File: src/rtl/silencer_feeder_pkg.sv
// Shared definitions for the silencer feeder.
//   FEEDER_RAM_DATA_WIDTH : drive RAM word width, {intensity, phase}
//   FEEDER_INTENSITY_MSB  : top bit of the intensity byte in a RAM word
//   FEEDER_PHASE_MSB      : top bit of the phase byte in a RAM word
//   feeder_state_t        : burst sequencer states
package silencer_feeder_pkg;

  localparam int unsigned FEEDER_RAM_DATA_WIDTH = 16;
  localparam int unsigned FEEDER_INTENSITY_MSB  = 15;
  localparam int unsigned FEEDER_PHASE_MSB      = 7;

  typedef enum logic [1:0] {
    IDLE,
    READ,
    DRAIN
  } feeder_state_t;

endpackage

File: src/rtl/silencer_feeder_if.sv
// Handshake/data bundle between the feeder, its drive RAM and the silencer.
//   update        : one-cycle burst request
//   mod_value     : intensity modulation factor, sampled with update
//   ram_addr      : drive RAM read address
//   ram_data      : drive RAM read data (1-cycle latency)
//   intensity_out : scaled intensity to silencer
//   phase_out     : phase to silencer
//   dout_valid    : output word valid
//   busy          : burst in progress
// master = requester/RAM side, slave = feeder.
interface silencer_feeder_if;
  import silencer_feeder_pkg::*;

  logic                             update;
  logic [7:0]                       mod_value;
  logic [7:0]                       ram_addr;
  logic [FEEDER_RAM_DATA_WIDTH-1:0] ram_data;
  logic [7:0]                       intensity_out;
  logic [7:0]                       phase_out;
  logic                             dout_valid;
  logic                             busy;

  modport master (
    output update, mod_value, ram_data,
    input  ram_addr, intensity_out, phase_out, dout_valid, busy
  );

  modport slave (
    input  update, mod_value, ram_data,
    output ram_addr, intensity_out, phase_out, dout_valid, busy
  );

endinterface

File: src/rtl/feeder_intensity_mod.sv
// Registered intensity scaler: intensity_o = (intensity_i * (mod_i + 1)) >> 8.
//   clk_i, rst_i  : clock, synchronous active-high reset
//   valid_i       : input word valid; output register only loads when set
//   intensity_i   : raw intensity
//   mod_i         : modulation factor (255 = identity, 0 = silence)
//   valid_o       : valid_i delayed one cycle
//   intensity_o   : scaled intensity, held while valid_o is low
module feeder_intensity_mod (
  input  logic       clk_i,
  input  logic       rst_i,
  input  logic       valid_i,
  input  logic [7:0] intensity_i,
  input  logic [7:0] mod_i,
  output logic       valid_o,
  output logic [7:0] intensity_o
);

  logic [16:0] product;
  logic        valid_q;
  logic [7:0]  intensity_q;

  // 8x9-bit product; mod+1 makes 255 an exact identity
  always_comb begin
    product = 17'(intensity_i) * (17'(mod_i) + 17'd1);
  end

  always_ff @(posedge clk_i) begin
    if (rst_i) begin
      valid_q     <= 1'b0;
      intensity_q <= 8'd0;
    end else begin
      valid_q <= valid_i;
      if (valid_i) begin
        intensity_q <= 8'(product >> 8);
      end
    end
  end

  assign valid_o     = valid_q;
  assign intensity_o = intensity_q;

endmodule

File: src/rtl/silencer_feeder.sv
// Silencer feeder: on an accepted update, reads DEPTH {intensity, phase} words from the drive
// RAM, scales intensity by the mod value latched at acceptance and emits one contiguous
// DEPTH-cycle dout_valid burst.
//   clk_i         : system clock
//   rst_i         : synchronous active-high reset
//   bus_io        : silencer_feeder_if slave (update/mod in, RAM port, silencer outputs, busy)
//   overrun_cnt_o : saturating count of updates dropped while busy
//                   (only when FEEDER_OVERRUN_CNT_EN is defined)
module silencer_feeder
  import silencer_feeder_pkg::*;
#(
  parameter int unsigned DEPTH = 249
) (
  input  logic                  clk_i,
  input  logic                  rst_i,
  silencer_feeder_if.slave      bus_io
`ifdef FEEDER_OVERRUN_CNT_EN
  ,
  output logic [15:0]           overrun_cnt_o
`endif
);

  localparam logic [7:0] LastAddr = 8'(DEPTH - 1);

  feeder_state_t state_q, state_d;
  logic [7:0]    addr_q, addr_d;
  logic [7:0]    mod_q, mod_d;
  logic          rd_vld_q;  // RAM data for an issued address is present this cycle
  logic [7:0]    phase_q;
  logic          mod_valid;
  logic [7:0]    mod_intensity;

  always_comb begin
    state_d = state_q;
    addr_d  = addr_q;
    mod_d   = mod_q;
    unique case (state_q)
      IDLE: begin
        addr_d = 8'd0;
        if (bus_io.update) begin
          state_d = READ;
          mod_d   = bus_io.mod_value;
        end
      end
      READ: begin
        if (addr_q == LastAddr) begin
          state_d = DRAIN;
          addr_d  = 8'd0;
        end else begin
          addr_d = addr_q + 8'd1;
        end
      end
      DRAIN: begin
        // Last read data has entered the scaler; it leaves the output this cycle
        if (!rd_vld_q) begin
          state_d = IDLE;
        end
      end
      default: state_d = IDLE;
    endcase
  end

  always_ff @(posedge clk_i) begin
    if (rst_i) begin
      state_q  <= IDLE;
      addr_q   <= 8'd0;
      mod_q    <= 8'd0;
      rd_vld_q <= 1'b0;
      phase_q  <= 8'd0;
    end else begin
      state_q  <= state_d;
      addr_q   <= addr_d;
      mod_q    <= mod_d;
      rd_vld_q <= (state_q == READ);
      // Matches the scaler's register stage so phase and intensity stay aligned
      if (rd_vld_q) begin
        phase_q <= bus_io.ram_data[FEEDER_PHASE_MSB:0];
      end
    end
  end

  feeder_intensity_mod u_intensity_mod (
    .clk_i       (clk_i),
    .rst_i       (rst_i),
    .valid_i     (rd_vld_q),
    .intensity_i (bus_io.ram_data[FEEDER_INTENSITY_MSB -: 8]),
    .mod_i       (mod_q),
    .valid_o     (mod_valid),
    .intensity_o (mod_intensity)
  );

  assign bus_io.ram_addr      = addr_q;
  assign bus_io.busy          = (state_q != IDLE);
  assign bus_io.dout_valid    = mod_valid;
  assign bus_io.intensity_out = mod_intensity;
  assign bus_io.phase_out     = phase_q;

`ifdef FEEDER_OVERRUN_CNT_EN
  logic [15:0] overrun_q;

  always_ff @(posedge clk_i) begin
    if (rst_i) begin
      overrun_q <= 16'd0;
    end else if (bus_io.update && (state_q != IDLE) && (overrun_q != 16'hFFFF)) begin
      overrun_q <= overrun_q + 16'd1;
    end
  end

  assign overrun_cnt_o = overrun_q;
`endif

endmodule
File: src/flat_wrapper.sv
// flat-port wrapper written by rule: the top's interface ports become plain ports
module silencer_feeder_flat import silencer_feeder_pkg::*;
#(
  parameter int unsigned DEPTH = 249
)
  (clk_i, rst_i, bus_io_update, bus_io_mod_value, bus_io_ram_data, bus_io_ram_addr, bus_io_intensity_out, bus_io_phase_out, bus_io_dout_valid, bus_io_busy);
  silencer_feeder_if bus_io_i ();
  input  logic clk_i;
  input  logic rst_i;
  input wire logic [$bits(bus_io_i.update)-1:0] bus_io_update;
  input wire logic [$bits(bus_io_i.mod_value)-1:0] bus_io_mod_value;
  input wire logic [$bits(bus_io_i.ram_data)-1:0] bus_io_ram_data;
  output wire logic [$bits(bus_io_i.ram_addr)-1:0] bus_io_ram_addr;
  output wire logic [$bits(bus_io_i.intensity_out)-1:0] bus_io_intensity_out;
  output wire logic [$bits(bus_io_i.phase_out)-1:0] bus_io_phase_out;
  output wire logic [$bits(bus_io_i.dout_valid)-1:0] bus_io_dout_valid;
  output wire logic [$bits(bus_io_i.busy)-1:0] bus_io_busy;
  assign bus_io_i.update = bus_io_update;
  assign bus_io_i.mod_value = bus_io_mod_value;
  assign bus_io_i.ram_data = bus_io_ram_data;
  assign bus_io_ram_addr = bus_io_i.ram_addr;
  assign bus_io_intensity_out = bus_io_i.intensity_out;
  assign bus_io_phase_out = bus_io_i.phase_out;
  assign bus_io_dout_valid = bus_io_i.dout_valid;
  assign bus_io_busy = bus_io_i.busy;
  silencer_feeder #(.DEPTH(DEPTH)) u_core (.clk_i(clk_i), .rst_i(rst_i), .bus_io(bus_io_i));
endmodule
File: config.mk
export PLATFORM = sky130hd
export DESIGN_NAME = silencer_feeder_flat
export DESIGN_NICKNAME = d
export VERILOG_FILES = /design/src/rtl/silencer_feeder_pkg.sv /design/src/rtl/silencer_feeder_if.sv /design/src/rtl/feeder_intensity_mod.sv /design/src/rtl/silencer_feeder.sv /design/src/flat_wrapper.sv
export SDC_FILE = /design/constraint.sdc
export NUM_CORES = 1
export LEC_CHECK = 0
export ABC_AREA = 1
export BUFFER_PORTS_ARGS = -buffer_cell sky130_fd_sc_hd__buf_2
export CORE_MARGIN = 5
export CORE_UTILIZATION = 59
export CTS_BUF_LIST = sky130_fd_sc_hd__clkbuf_4 sky130_fd_sc_hd__clkbuf_8 sky130_fd_sc_hd__clkbuf_16
export CTS_CLUSTER_SIZE = 16
export DETAILED_ROUTE_END_ITERATION = 10
export GPL_TIMING_DRIVEN = 0
export PLACE_DENSITY_LB_ADDON = 0.2
export RECOVER_POWER = 50
export SYNTH_ARGS = -nofsm -noshare
export SYNTH_HDL_FRONTEND = slang
export SYNTH_SLANG_ARGS = --single-unit
export TNS_END_PERCENT = 5
File: constraint.sdc
create_clock -name clk_i -period 5.2 [get_ports clk_i]
set_input_delay 0.52 -clock clk_i [delete_from_list [all_inputs] [get_ports clk_i]]
set_output_delay 0.52 -clock clk_i [all_outputs]
set_load 0.005 [all_outputs]
# After elaboration in Yosys (flattened, before gate mapping)
# Index checks and enable logic that the tools add are counted.
totals:
  reg_bits: 36
  latchBits: 0
  ramBits: 0
  romBits: 0
  in_bits: 27
  output_inout_bits: 26
  elab_cells: 27
  n_memories: 0
classes:
  addsub: 2
  multipliers: 1
  n_div: 0
  magnitude_cmp: 0
  n_eq_ne: 6
  n_shift: 0
  mux: 6
  bitwise: 0
  reduce_logical: 5
ops:
  columns: ["operator", "n"]
  rows:
  - ["8-bit by 17-bit multiplier with 16-bit output", 1]
  - ["8-bit one-hot mux with 2 select lines", 1]
  - ["8-bit by 1-bit adder with 9-bit output (second input constant)", 1]
  - ["8-bit by 1-bit adder with 8-bit output (second input constant)", 1]
  - ["8-bit == test (second input constant)", 1]
  - ["8-bit two-way mux", 1]
  - ["2-bit two-way mux", 3]
  - ["2-bit one-hot mux with 3 select lines", 1]
  - ["2-bit != test (second input constant)", 2]
  - ["2-bit nonzero test", 2]
  - ["3-bit AND reduction", 1]
  - ["2-bit by 1-bit == test with 1-bit output (second input constant)", 1]
  - ["2-bit == test (second input constant)", 1]
  - ["2-bit logical NOT", 1]
  - ["2-bit by 1-bit != test with 1-bit output (second input constant)", 1]
  - ["2-bit AND reduction", 1]

# Logic depth before layout (Yosys ltp)
# Gate-level depths: netlist (run 1).
logic_depth:
  ltp_word: 3
  depth_mapped: 25

# Hierarchy
# From an unflattened synthesis (run 1), not the netlist that was laid out.
hier_totals:
  cells_unflattened: 535
  hier_area_um2: 3863.7
by_module_without_submodules:
  columns: ["mod", "n_inst", "cells_each", "area_per_inst_um2", "seq_area_each_um2"]
  rows:
  - ["feeder_intensity_mod", 1, 381, 2680.1, 180.2]
  - ["silencer_feeder", 1, 154, 1183.6, 540.5]

# Worst setup path before layout (run 1)
# No wires, ideal clock.
synth_path:
  path_type: "register -> register"
  from: "reg u_core.mod_q[0]"
  to: "reg u_core.u_intensity_mod.intensity_q[4], in the netlist u_core.u_intensity_mod.intensity_o[4]"
  setup_ps: 117
  arrival_time_ps: 4430
  t_required_ps: 5083
  slack_ps: 653
  path_stages_with_launch: 23
  n_path_buf: 0
  path_cell_list: "dfxtp_1 -> ha_1 -> nand2_1 -> nor2_2 -> xor2_1 -> inv_1 -> nor2_1 -> fa_1 -> fa_1 -> fa_1 -> inv_1 -> fa_1 -> inv_1 -> ha_1 -> nand2_1 -> nor2_1 -> inv_1 -> nor3_1 -> nor2_1 -> nand2_1 -> nand2_1 -> nor2_1 -> nor2_1"
synth_between:
  elab_chain_cells: 2
synth_rtl:
  columns: ["item", "line_no", "source"]
  rows:
  - ["from (decl)", "silencer_feeder.sv:27", "logic [7:0] mod_q, mod_d;"]
  - ["from (signal assigned)", "silencer_feeder.sv:73", "mod_q <= mod_d;"]
  - ["8-bit by 1-bit adder with 9-bit output", "feeder_intensity_mod.sv:24", "product = 17'(intensity_i) * (17'(mod_i) + 17'd1);"]
  - ["8-bit by 17-bit multiplier with 16-bit output", "feeder_intensity_mod.sv:24", null]
  - ["to (signal assigned)", "feeder_intensity_mod.sv:34", "intensity_q <= 8'(product >> 8);"]
  - ["to (decl)", "feeder_intensity_mod.sv:20", "logic [7:0] intensity_q;"]
# No other way between the ends.
# A chain may end at the register's enable or synchronous reset.

# Worst setup path after layout (run 1)
# Ends and elaborated chain as after synthesis.

==> results of run 1 <==
sequential cells by signal, summed over array words and instances, names as in the netlist:
| register | cells |
|---|---|
| u_core.state_q | 2 |
| u_core.bus_io.phase_out | 8 |
| u_core.rd_vld_q | 1 |
| u_core.bus_io.ram_addr | 8 |
| u_core.mod_q | 8 |
| u_core.u_intensity_mod.intensity_o | 8 |
| u_core.u_intensity_mod.valid_o | 1 |
how the worst min path moves through the flow:
stage,endpoint
2_1_floorplan,u_core.bus_io.ram_addr[7]$_SDFFE_PP0P_
3_3_place_gp,u_core.bus_io.phase_out[7]$_SDFFE_PP0P_
3_5_place_dp,u_core.bus_io.phase_out[4]$_SDFFE_PP0P_
4_1_cts,u_core.bus_io.phase_out[1]$_SDFFE_PP0P_
5_1_grt,u_core.bus_io.phase_out[0]$_SDFFE_PP0P_
6_report,u_core.bus_io.phase_out[1]$_SDFFE_PP0P_
what timing repair did:
action,CTS,global route
setup endpoints to repair,0,7
endpoints found under the hold margin,0,0
resized for setup,0,7
metrics by stage:
stage                     worst slack [ps]  utilization [%]  cells  total power (W)  instance area, µm²
after CTS                            87.95            66.99    671         0.001064                4205
final                                278.8            66.91    671         0.001057                4200
after floorplan                      652.6                -    535        0.0007126                3761
after global routing                 41.83            66.91    671         0.001171                4200
after global placement               148.0            65.52    663        0.0008392                4113
after detailed placement             128.1            65.52    663        0.0008535                4113
placed cells by master (no fill, tap or decap), types with 18 or more instances in the layout:
cell type,n
dfxtp_1,35
nor2_1,112
o21ai_0,30
a21oi_1,28
fa_1,40
ha_1,35
inv_1,102
nand2_1,92
nand3_1,18
clkbuf_1,22
buf_2,37
cell type report:
| type | instances | area (µm²) | share of cell area (%) |
|---|---|---|---|
| multi-input combinational | 387 | 2629 | 62.59 |
| clock buffer | 7 | 83.83 | 1.996 |
| buffer | 8 | 30.03 | 0.7149 |
| sequential | 36 | 724.4 | 17.25 |
| tap | 77 | 96.34 | 2.294 |
| timing repair buffer | 51 | 237.7 | 5.660 |
| inverter | 104 | 390.4 | 9.294 |
| clock inverter | 1 | 8.758 | 0.2085 |
cell usage after synthesis:
| master | n | area share [%] |
|---|---|---|
| fa_1 | 40 | 21 |
| xnor2_2 | 1 | 0.43 |
| o21bai_1 | 2 | 0.40 |
| a21o_1 | 1 | 0.20 |
| and3_1 | 1 | 0.17 |
| nor4_1 | 2 | 0.33 |
| xor2_1 | 3 | 0.70 |
| or2_1 | 2 | 0.33 |
| nor3_1 | 2 | 0.27 |
| a32o_1 | 1 | 0.27 |
| inv_1 | 103 | 10 |
| nor2_2 | 3 | 0.50 |
| clkbuf_1 | 7 | 0.70 |
| nand3b_1 | 2 | 0.40 |
| nand2_2 | 1 | 0.17 |
| clkinv_1 | 1 | 0.10 |
| buf_2 | 1 | 0.13 |
| o21ai_0 | 32 | 4.3 |
| o21a_1 | 1 | 0.20 |
| ha_1 | 35 | 12 |
| a21oi_1 | 28 | 3.7 |
| nor2_4 | 1 | 0.30 |
| nand3_1 | 18 | 2.4 |
| nand2_1 | 92 | 9.2 |
| dfxtp_1 | 36 | 19 |
| and2_1 | 1 | 0.17 |
| nor2_1 | 113 | 11 |
| nand4_1 | 2 | 0.33 |
| a31oi_1 | 1 | 0.17 |
| nand3_2 | 2 | 0.53 |
cells by family (layout without fill, tap and decap cells):
group	after synthesis	after routing	synth area share, %
simple gates	242	242	26.35
flops	36	36	19.16
xor+xnor	4	4	1.131
fa+ha+maj	75	75	32.93
compound gates	66	66	9.215
buf+inv	112	171	11.21
critical path, stage by stage, from the launching register on:
cell	delay, ps
dfxtp_4	410
ha_1	200
nand2_1	90
nor3_1	180
xor2_1	210
inv_1	180
nor2_1	170
fa_1	460
fa_1	490
fa_1	540
inv_1	60
fa_1	550
inv_1	50
ha_1	350
nand2_1	110
nor2_1	150
inv_1	60
nor3_1	180
nor2_1	100
nand2_1	60
nand2_1	50
nor2_1	100
nor2_1	50
power by group through the flow:
stage | logic, W | registers [W] | clock network, W
2_1_floorplan | 0.000403 | 0.000309 | 0
3_3_place_gp | 0.000530 | 0.000310 | 0
3_5_place_dp | 0.000543 | 0.000311 | 0
4_1_cts | 0.000551 | 0.000304 | 0.000208
5_1_grt | 0.000639 | 0.000307 | 0.000225
6_report | 0.000551 | 0.000305 | 0.000201
routing by layer:
| metal | vias to the layer above | GRT usage [%] |
|---|---|---|
| met5 | - | 0 |
| met4 | 0 | 6.045 |
| met3 | 17 | 5.175 |
| met2 | 122 | 35.18 |
| met1 | 1586 | 28.53 |
| li1 | 1749 | - |
==> results_dict.tcl, run 1 <==
set metrics [dict create \
    port_buffers 51 \
    path_clk_slew_ps 70 \
    clockRootBuffer "clkbuf_8" \
    wl_per_cell_um 12.61 \
    die_h_um 89.84 \
    rsz0062_at_grt "false" \
    dr.first_iter.drc_count 101 \
    track_usage_pct 21.58 \
    p_switching_w 0.0004583 \
    holdBufCountCts 0 \
    crit_start "u_core.mod_q[0]$_SDFFE_PP0P_" \
    p_sw_share_pct 43.36 \
    gp_congestion 0.9145 \
    wirelength_um 8458 \
    drc 0 \
    top_layer "met4" \
    fin_skew_ps 6.603 \
    max_freq_ghz 0.2032 \
    htree_levels 2 \
    dr_total_vias 3474 \
    start_util_pct 59.92 \
    worstSetupPathType "flip-flop to flip-flop" \
    cts_tree "built" \
    netlist_instances 535 \
    ys_seq_area_share_pct 19.16 \
    wl_met2_um 3960 \
    ant_nets 0 \
    critPathCaptureType "flip-flop" \
    r2r-start "u_core.mod_q[0]$_SDFFE_PP0P_" \
    hold_path.class "input port to flip-flop" \
    status "finished, final reports clean" \
    min_period_ps 4921 \
    rows 29 \
    hold_ws_ps 460.3 \
    power.leakage_nw 2.267 \
    core_area_um2 6277 \
    rr_worst_depth 22 \
    fp.dieArea_um2 8071 \
    max_slew_margin_pct 67.70 \
    dp_hpwl_um 7179 \
    min_period_over_period_pct 94.64 \
    wl_met3_um 593 \
    avgViaCountPerCell 5.177 \
    worst_pin_slew_ps 484.4 \
    synth.distinct_cells 30 \
    intPower_w 0.0005987 \
    ys_ff_latch 36 \
    cts_setup_buffers 0 \
    met1_length_um 3725 \
    endpoint "u_core.u_intensity_mod.intensity_o[4]$_SDFFE_PP0P_" \
    clockBufferDepth 2 \
    grt_max_degree 12 \
    clk_latency_ps 280 \
    worstPathMaxFanout 8 \
    synth_nets 637 \
    grt_pass1_vias 3394 \
    p_comb_share_pct 52.1 \
    reg2reg_setup_slack_ps 280 \
    dieWidth_um 89.84 \
    drt_pass1_iterations 4 \
    antenna_found_initial 0 \
    worstPathRequired_ps 5380 \
    hp-start "bus_io_ram_data[1]" \
    syn_area_um2 3761 \
    drive_gt1_share_pct 9.596 \
    clkPwrFrac_pct 19.0 \
    grt_pass1_wl_um 14860 \
    worst_r2r_endpoint "u_core.u_intensity_mod.intensity_o[4]$_SDFFE_PP0P_" \
    synth_area_per_cell_um2 7.030 \
    grt_overflow 0 \
    cellPowerDensity_nw_per_um2 251.7 \
    num-fill-cells 556 \
    cts_buffers 5 \
    setup_viol 0 \
    critPathLaunchType "flip-flop" \
    clock_sinks 36 \
    pin_count 53 \
    pwr-share-seq_pct 28.9 \
    worst_ep_arrival_time_ps 5100 \
    setup-tns-final_ps 0 \
    drv_cap 0 \
    fin_nets 695 \
    slew_viol_final 0 \
    hold_viol 0 \
    num_antenna_cells 0 \
    area_delta_synth_final_pct 11.68 \
    min_path_cells 3 \
    vdd_drop_max_uv 198.3 \
    ys_warn_count 0 \
]
Note: power is estimated with default switching activity, not from simulation.
==> run 2: changes to the inputs <==
==> constraint.sdc (replaced) <==
create_clock -name clk_i -period 5.2 [get_ports clk_i]
set_input_delay 0 -clock clk_i [delete_from_list [all_inputs] [get_ports clk_i]]
set_output_delay 0 -clock clk_i [all_outputs]
set_load 0.005 [all_outputs]
==> run 2 against run 1 <==
Net effect: maximum frequency is 0.11% lower; core utilization is 1.9 points higher; count of clock-buffer cells in the layout stayed put; largest cell class unchanged; critical path type unchanged; power is 0.91% higher.
==> results_dict.tcl, run 2 (synthesis gave the netlist of run 1 again) <==
set metrics [dict create \
    dieWidth_um 89.84 \
    min_period_ps 4927 \
    clockRootBuffer "clkbuf_8" \
    final_cell_mix "nor2_1, inv_1, nand2_1, fa_1, buf_2" \
    fin_nets 707 \
    wirelength_um 8724 \
    num_antenna_cells 0 \
    core_area_um2 6277 \
    area_delta_synth_final_pct 14.87 \
    min_period_over_period_pct 94.74 \
    worst_ep_arrival_time_ps 5100 \
    htree_levels 2 \
    dr.first_iter.drc_count 131 \
    vdd_drop_max_uv 171.1 \
    port_buffers 51 \
    dp_hpwl_um 7179 \
    track_usage_pct 22.05 \
    drive_gt1_share_pct 9.406 \
    grt_pass1_wl_um 15180 \
    grt_overflow 0 \
    max_freq_ghz 0.2030 \
    clock_sinks 36 \
    critPathLaunchType "flip-flop" \
    start_util_pct 59.92 \
    num-fill-cells 528 \
    worst_pin_slew_ps 527.8 \
    pin_count 53 \
    max_slew_margin_pct 64.81 \
    seqCellArea_um2 724.4 \
    worstPathMaxFanout 8 \
    dr_total_vias 3553 \
    setup-tns-final_ps 0 \
    rows 29 \
    dpl-instance-area_um2 4113 \
    antenna_found_initial 0 \
    drv_cap 0 \
    hold_viol 0 \
    setup_viol 0 \
    critPathCaptureType "flip-flop" \
    slew_viol_final 0 \
    status "finished, final reports clean" \
    wl_per_cell_um 12.77 \
    die_h_um 89.84 \
    avgViaCountPerCell 5.202 \
    drc 0 \
    path_clk_slew_ps 70 \
    rsz0062_at_grt "false" \
    worstSetupPathType "flip-flop to flip-flop" \
    hold_path.class "input port to flip-flop" \
    grt_max_degree 12 \
    final_area_um2 4320 \
    gp_congestion 0.9145 \
    ant_nets 0 \
    power.total_w 0.001067 \
    drt_pass1_iterations 4 \
    clk_latency_ps 280 \
    final_common_cell "nor2_1" \
    reg2reg_setup_slack_ps 270 \
    numPlacedInstances 663 \
    fin_skew_ps 6.839 \
    worstPathRequired_ps 5380 \
    power.leakage_nw 2.317 \
    fp.dieArea_um2 8071 \
    layoutNonFillerInstCount 683 \
    cts_buffers 5 \
    grt_pass1_vias 3451 \
    cellPowerDensity_nw_per_um2 246.9 \
    multi_input_area_um2 2629 \
    cts_tree "built" \
    clockBufferDepth 2 \
]
[run 2: worst max-delay path, cell delays in order, from the launching register on]
cell and delay, ps:
dfxtp_4 410, ha_1 200, nand2_1 90, nor3_1 180
xor2_1 210, inv_1 180, nor2_1 170, fa_1 460
fa_1 500, fa_1 550, inv_1 50, fa_1 550
inv_1 50, ha_1 360, nand2_1 110, nor2_1 150
inv_1 60, nor3_1 180, nor2_1 100, nand2_1 60
nand2_1 50, nor2_1 100, nor2_1 50
[run 2: cell type report]
type	instances	area share, %
Tap cell	77	2.230
Timing Repair Buffer	63	8.283
Inverter	104	9.036
Clock buffer	7	1.940
Clock inverter	1	0.2027
Multi-Input combinational cell	387	60.85
Sequential cell	36	16.77
Buffer	8	0.6950
[run 2: per-stage QoR]
stage	hold slack [ps]	setup WS (ps)	util [%]
floorplan	134.9	652.6	-
global placement	221.1	148.0	65.52
detailed placement	234.2	128.1	65.52
CTS	9.337	87.95	68.91
global route	36.57	39.29	68.83
finish	22.04	273.3	68.83
[run 2: power breakdown]
part	switching, W	internal [W]	total, W	leakage [nW]
clock network	0.0000968	0.000106	0.000203	0.0493
logic	0.000352	0.000207	0.000559	1.97
registers	0.0000129	0.000292	0.000305	0.295
total	0.000462	0.000605	0.00107	2.32
[run 2: what timing repair did]
action | in CTS | in global routing
hold endpoints to repair | 12 | 0
endpoints found under the setup margin | 0 | 7
buffers inserted | 0 | 0
hold buffers | 12 | 0
gates resized for setup | 0 | 7
[run 2: final timing paths]
kind,start,end,cells past startpoint
setup / recovery,u_core.mod_q[0]$_SDFFE_PP0P_,u_core.u_intensity_mod.intensity_o[4]$_SDFFE_PP0P_,22
hold / removal,bus_io_mod_value[3],u_core.mod_q[3]$_SDFFE_PP0P_,3
setup reg to reg,u_core.mod_q[0]$_SDFFE_PP0P_,u_core.u_intensity_mod.intensity_o[4]$_SDFFE_PP0P_,22
hold reg to reg,u_core.bus_io.ram_addr[7]$_SDFFE_PP0P_,u_core.bus_io.ram_addr[7]$_SDFFE_PP0P_,2
[run 2: metal layers]
metal / track usage (%) / vias to the layer above / routed length [µm]
met2: 36.52 / 129 / 4141
li1: - / 1773 / -
met4: 6.045 / 0 / 191
met3: 5.092 / 21 / 563
met5: 0 / - / 0
met1: 28.84 / 1630 / 3828
